`src/rtl/ms_updown_counter_if.sv`:
```
// Control/status bundle for ms_updown_counter.
// Optional macro MS_CNT_GRAY_EN adds the q_gray status signal.
interface ms_updown_counter_if #(
  parameter int unsigned WIDTH = 4
);
  logic             en;
  logic             up;
  logic             ld;
  logic [WIDTH-1:0] d;
  logic             sat;
  logic [WIDTH-1:0] q;
  logic             tc;
  logic             ovf;
`ifdef MS_CNT_GRAY_EN
  logic [WIDTH-1:0] q_gray;
`endif

  // Bench / upstream side: drives controls, observes count and flags.
  modport master (
    output en, up, ld, d, sat,
`ifdef MS_CNT_GRAY_EN
    input  q_gray,
`endif
    input  q, tc, ovf
  );

  // Counter side: consumes controls, produces count and flags.
  modport slave (
    input  en, up, ld, d, sat,
`ifdef MS_CNT_GRAY_EN
    output q_gray,
`endif
    output q, tc, ovf
  );
endinterface

```
`src/rtl/ms_updown_counter.sv`:
```
// Master-slave up/down counter with load, programmable modulus and
// wrap/saturate modes. The master register captures the next value on the
// rising edge; the slave register presents it on q at the falling edge.
// Optional macro MS_CNT_GRAY_EN adds a Gray-coded copy of q (bus.q_gray).
module ms_updown_counter #(
  parameter int unsigned      WIDTH   = 4,
  parameter logic [WIDTH-1:0] MAX     = {WIDTH{1'b1}},
  parameter logic [WIDTH-1:0] RST_VAL = {WIDTH{1'b0}}
) (
  input logic               clk,
  input logic               rst,
  ms_updown_counter_if.slave bus
);

  localparam logic [WIDTH-1:0] ZERO_C = {WIDTH{1'b0}};
  localparam logic [WIDTH-1:0] ONE_C  = WIDTH'(1'b1);

  logic [WIDTH-1:0] master_d;
  logic [WIDTH-1:0] master_q;
  logic             ovf_m_d;
  logic             ovf_m_q;
  logic [WIDTH-1:0] cnt_q;
  logic             ovf_q;

  // Next master value from the visible count; load beats counting, and the
  // bound checks run before +1/-1 so the result always fits in WIDTH bits.
  always_comb begin
    master_d = cnt_q;
    ovf_m_d  = 1'b0;
    if (bus.ld) begin
      if (bus.d > MAX) begin
        master_d = MAX;
      end else begin
        master_d = bus.d;
      end
    end else if (bus.en) begin
      if (bus.up) begin
        if (cnt_q < MAX) begin
          master_d = cnt_q + ONE_C;
        end else begin
          ovf_m_d  = 1'b1;
          master_d = bus.sat ? MAX : ZERO_C;
        end
      end else begin
        if (cnt_q > ZERO_C) begin
          master_d = cnt_q - ONE_C;
        end else begin
          ovf_m_d  = 1'b1;
          master_d = bus.sat ? ZERO_C : MAX;
        end
      end
    end else begin
      master_d = cnt_q;
      ovf_m_d  = 1'b0;
    end
  end

  // Master stage: sample controls on the rising edge.
  always_ff @(posedge clk or negedge rst) begin
    if (!rst) begin
      master_q <= RST_VAL;
      ovf_m_q  <= 1'b0;
    end else begin
      master_q <= master_d;
      ovf_m_q  <= ovf_m_d;
    end
  end

  // Slave stage: publish the master value half a cycle later.
  always_ff @(negedge clk or negedge rst) begin
    if (!rst) begin
      cnt_q <= RST_VAL;
      ovf_q <= 1'b0;
    end else begin
      cnt_q <= master_q;
      ovf_q <= ovf_m_q;
    end
  end

`ifdef MS_CNT_GRAY_EN
  logic [WIDTH-1:0] gray_q;

  // Gray copy registered with the slave so it shares q's timing.
  always_ff @(negedge clk or negedge rst) begin
    if (!rst) begin
      gray_q <= RST_VAL ^ (RST_VAL >> 1);
    end else begin
      gray_q <= master_q ^ (master_q >> 1);
    end
  end

  assign bus.q_gray = gray_q;
`endif

  assign bus.q   = cnt_q;
  assign bus.ovf = ovf_q;
  // Terminal count depends on the live direction input, not the sampled one.
  assign bus.tc  = bus.up ? (cnt_q == MAX) : (cnt_q == ZERO_C);

endmodule
```
`src/flat_wrapper.sv`:
```
// flat-port wrapper written by rule: the top's interface ports become plain ports
module ms_updown_counter_flat 
#(
  parameter int unsigned      WIDTH   = 4,
  parameter logic [WIDTH-1:0] MAX     = {WIDTH{1'b1}},
  parameter logic [WIDTH-1:0] RST_VAL = {WIDTH{1'b0}}
)
  (clk, rst, bus_en, bus_up, bus_ld, bus_d, bus_sat, bus_q, bus_tc, bus_ovf);
  ms_updown_counter_if #(.WIDTH(WIDTH)) bus_i ();
  input logic clk;
  input logic rst;
  input wire logic [$bits(bus_i.en)-1:0] bus_en;
  input wire logic [$bits(bus_i.up)-1:0] bus_up;
  input wire logic [$bits(bus_i.ld)-1:0] bus_ld;
  input wire logic [$bits(bus_i.d)-1:0] bus_d;
  input wire logic [$bits(bus_i.sat)-1:0] bus_sat;
  output wire logic [$bits(bus_i.q)-1:0] bus_q;
  output wire logic [$bits(bus_i.tc)-1:0] bus_tc;
  output wire logic [$bits(bus_i.ovf)-1:0] bus_ovf;
  assign bus_i.en = bus_en;
  assign bus_i.up = bus_up;
  assign bus_i.ld = bus_ld;
  assign bus_i.d = bus_d;
  assign bus_i.sat = bus_sat;
  assign bus_q = bus_i.q;
  assign bus_tc = bus_i.tc;
  assign bus_ovf = bus_i.ovf;
  ms_updown_counter #(.WIDTH(WIDTH), .MAX(MAX), .RST_VAL(RST_VAL)) u_core (.clk(clk), .rst(rst), .bus(bus_i));
endmodule
```
`config.mk`:
```
export PLATFORM = sky130hd
export DESIGN_NAME = ms_updown_counter_flat
export DESIGN_NICKNAME = d
export VERILOG_FILES = /design/src/rtl/ms_updown_counter_if.sv /design/src/rtl/ms_updown_counter.sv /design/src/flat_wrapper.sv
export SDC_FILE = /design/constraint.sdc
export NUM_CORES = 1
export LEC_CHECK = 0
export BUFFER_PORTS_ARGS = -buffer_cell sky130_fd_sc_hd__buf_2
export CORE_AREA = 5 5 42 44
export CTS_BUF_LIST = sky130_fd_sc_hd__clkbuf_16
export DETAILED_ROUTE_END_ITERATION = 10
export DIE_AREA = 0 0 47 49
export GPL_TIMING_DRIVEN = 0
export PLACE_DENSITY = 0.72
export SLEW_MARGIN = 20
export SYNTH_ARGS = -nofsm -noshare
export SYNTH_HDL_FRONTEND = slang
export SYNTH_SLANG_ARGS = --single-unit
```
`constraint.sdc`:
```
create_clock -name clk -period 2.1 [get_ports clk]
set_input_delay 0.21 -clock clk [delete_from_list [all_inputs] [get_ports clk]]
set_output_delay 0.21 -clock clk [all_outputs]
set_load 0.01 [all_outputs]
```
After elaboration in Yosys (flattened, before gate mapping)
Cells that the tools add are included.
{"block": "totals", "register_bits": 10, "word_cells": 25, "output_inout_bits": 6}
{"block": "classes", "add_sub_neg": 2, "n_reduce_logical": 1, "magnitude_cmp": 3, "muxes": 14, "eq_ne": 1}
{"op": "$mux W4", "n": 8}
{"op": "$mux W1", "n": 6}
{"op": "$add A4 B1 Y4 const B", "n": 1}
{"op": "$eq A4 B4 Y1 const B", "n": 1}
{"op": "$gt A4 B1 Y1 const B", "n": 1}
{"op": "$gt A4 B4 Y1 const B", "n": 1}
{"op": "$logic_not A4 Y1", "n": 1}
{"op": "$lt A4 B4 Y1 const B", "n": 1}
{"op": "$sub A4 B1 Y4 const B", "n": 1}

Longest topological paths before layout
{"block": "depth", "word_depth": 5, "ltp_mapped": 6, "depth_no_buf": 6}

==> flow_summary.yaml <==
outcome:
  run_status: "finished with violations"
  violations: "setup timing"
placement:
  dp.cells: 88
  gp_congestion: 0.818
  portBuffers: 13
  dpl_worst_slack_ps: -637
  dpl.hpwl_um: 876
detailed_routing:
  dr.pass1.iters: 4
  avgViaCountPerCell: 5.40
  vias: 567
  routed_wirelength_mm: 1.50
  drc: 0
  ant_nets: 0
  drt-initial-drc-count: 6
  wire_per_inst_um: 14.3
critical_path:
  crit_buf_inv: 2
  cp-start-kind: "register"
  path_cells: "inv_2 -> ha_4 -> or4b_4 -> nand2_1 -> buf_2"
  critPathSlowestCell: "or4b_4"
  path_class: "register to primary output"
  path_max_fanout: 5
  worstPathArrival_ps: 2620
  cpPeakStageDelay_ps: 470
  critPathRequiredTime_ps: 1890
  endpoint_kind: "primary output"
  crit_family: "simple AND/OR/NAND/NOR gates"
clocking:
  ctsHtreeMaxLevel: 1
  clock_path_buffers: 2
  worstSkewPairLatency_ps: 270
  cts_buffers: 3
  root_buffer: "clkbuf_16"
  cts.reportedPaths.clkPinSlew_ps: 40
  tritoncts: "built"
  clock_sinks: 10
final_layout:
  final_common_cell: "buf_2"
  diodes: 0
  instances_no_fill: 105
  final_cell_mix: "buf_2, buf_4, buf_6"
  multi_input_area_um2: 297
  final_nets: 102
  fillers: 120
  area_growth_syn_to_layout_pct: 53.0
  drive_gt1_share_pct: 43.8
  regArea_um2: 250
synthesis:
  yosysTopAreaCellShare_pct: 21.6
  async_flop_share_pct: 100
  synth_seq_cells: 10
  synth_area_leaders: "dfrtn_1, dfrtp_1, buf_6"
  ys.flop_type: "dfrtp_1"
  syn_nets: 71
  synthCells: 59
  synth.cell_area_um2: 578
  synth_edf_count: 0
  netlist-cell-type-count: 27
  ys_warn_count: 0
  synth_top_cell_by_area: "dfrtn_1"
  seq_area_frac_synth_pct: 43.3
  syn_area_per_cell_um2: 9.80
grt:
  use_met3_pct: 3.32
  grtUsageMet1_pct: 18.1
  grt_max_degree: 11
  grt_usage_pct: 14.8
  grt.overflow.total: 0
  grt_pass1_vias: 535
  grt_pass1_wl_mm: 2.44
  grt-busiest-layer: "met2"
  grt_antenna_before_repair: 0
  grt_use_met2_pct: 22.9
power_and_ir_drop:
  power_uw: 741
  power_leakage_uw: 0.000422
  ir_drop_mv: 0.409
  power.density_nw_per_um2: 838
timing:
  maxSlewViolCount: 0
  setup-tns-final_ps: -4130
  skew_ps: 34.2
  setup_viol: 8
  setup_slack_ps: -734
  worst_pin_slew_ps: 330
  rsz0062_at_grt: "yes"
  maxSlewHeadroom_pct: 77.8
  timing.hold.ws_ps: 194
  hold_violations: 0
floorplanning:
  die_w_um: 47
  die_area_um2: 2300
  die_h_um: 49
  num_rows: 14
  ios: 16
  start_util_pct: 41.2
  coreArea_um2: 1400
hold_path:
  hold_class: "primary input to register"
flow_run:
  cap_violations: 0
## where the power goes
group	internal, uW	switching, uW
clock	249	79.9
combinational	97.4	89.6
sequential	214	11.5
total	560	181
## flip-flops by register name, summed over array words and instances (netlist names)
signal / flops
u_core.bus.ovf: 1
u_core.bus.q: 4
u_core.ovf_m_q: 1
u_core.master_q: 4
## per-stage QoR
| step | cell area, um^2 | utilization (%) |
|---|---|---|
| after floorplan | 581 | - |
| final | 885 | 63.1 |
| after detailed placement | 666 | 47.5 |
| after CTS | 852 | 60.8 |
| after global routing | 885 | 63.1 |
| after global placement | 666 | 47.5 |
## per-layer routing
metal,vias to the layer above,routed length [um]
li1,271,-
met1,263,599
met2,26,747
met3,7,100
met4,0,56
met5,-,0
## cells by family (layout without fill, tap and decap cells)
kind of cell | after synthesis | after routing | synth area share, %
DFF | 10 | 10 | 43.3
AOI/OAI and AO/OA | 19 | 19 | 20.3
adders and majority gates | 2 | 2 | 4.33
buffers and inverters | 8 | 38 | 9.74
muxes | 1 | 1 | 3.90
and+or+nand+nor | 19 | 19 | 18.4
## worst paths after layout
path	startpoint	end	slack, ps	depth (start not counted)
worst max-delay path	u_core.bus.q[0]	bus_tc	-730	5
worst min-delay path	bus_d[2]	u_core.master_q[2]	190	3
worst max register to register	u_core.bus.q[0]	u_core.master_q[1]	-710	7
worst min register to register	u_core.master_q[1]	u_core.bus.q[1]	1250	0
max in group asynchronous	rst	u_core.bus.q[3]	620	2
min in group asynchronous	rst	u_core.master_q[2]	360	2
## cell usage after synthesis (2+ instances only)
master    count
inv_1         4
ha_1          2
nor3_1        3
dfrtn_1       5
o21ai_0       2
nand2_1       3
a21oi_1       5
dfrtp_1       5
a211oi_1      3
a31oi_1       3
nor2_1        5
o21ai_1       2
buf_6         3
## area by class of cell
| class | instances | area share [%] |
|---|---|---|
| Buffer | 4 | 4.67 |
| Clock buffer | 3 | 8.49 |
| Clock inverter | 1 | 0.424 |
| Inverter | 4 | 1.70 |
| Multi-Input combinational cell | 41 | 33.5 |
| Sequential cell | 10 | 28.3 |
| Tap cell | 16 | 2.26 |
| Timing Repair Buffer | 26 | 20.7 |
## worst min-delay path: cells and delay by family
family / cells / cell delay [ps]
simple gates: 1 / 40
compound gates: 1 / 60
buf+inv: 1 / 80
## what timing repair did
item	4_1_cts	5_1_grt
setup buffers	10	2
setup endpoints to repair	8	10
pin swaps	5	1
hold buffers	1	0
endpoints found under the hold margin	5	0
gates resized for setup	6	4
No activity file was read; power rests on OpenSTA's default activity.
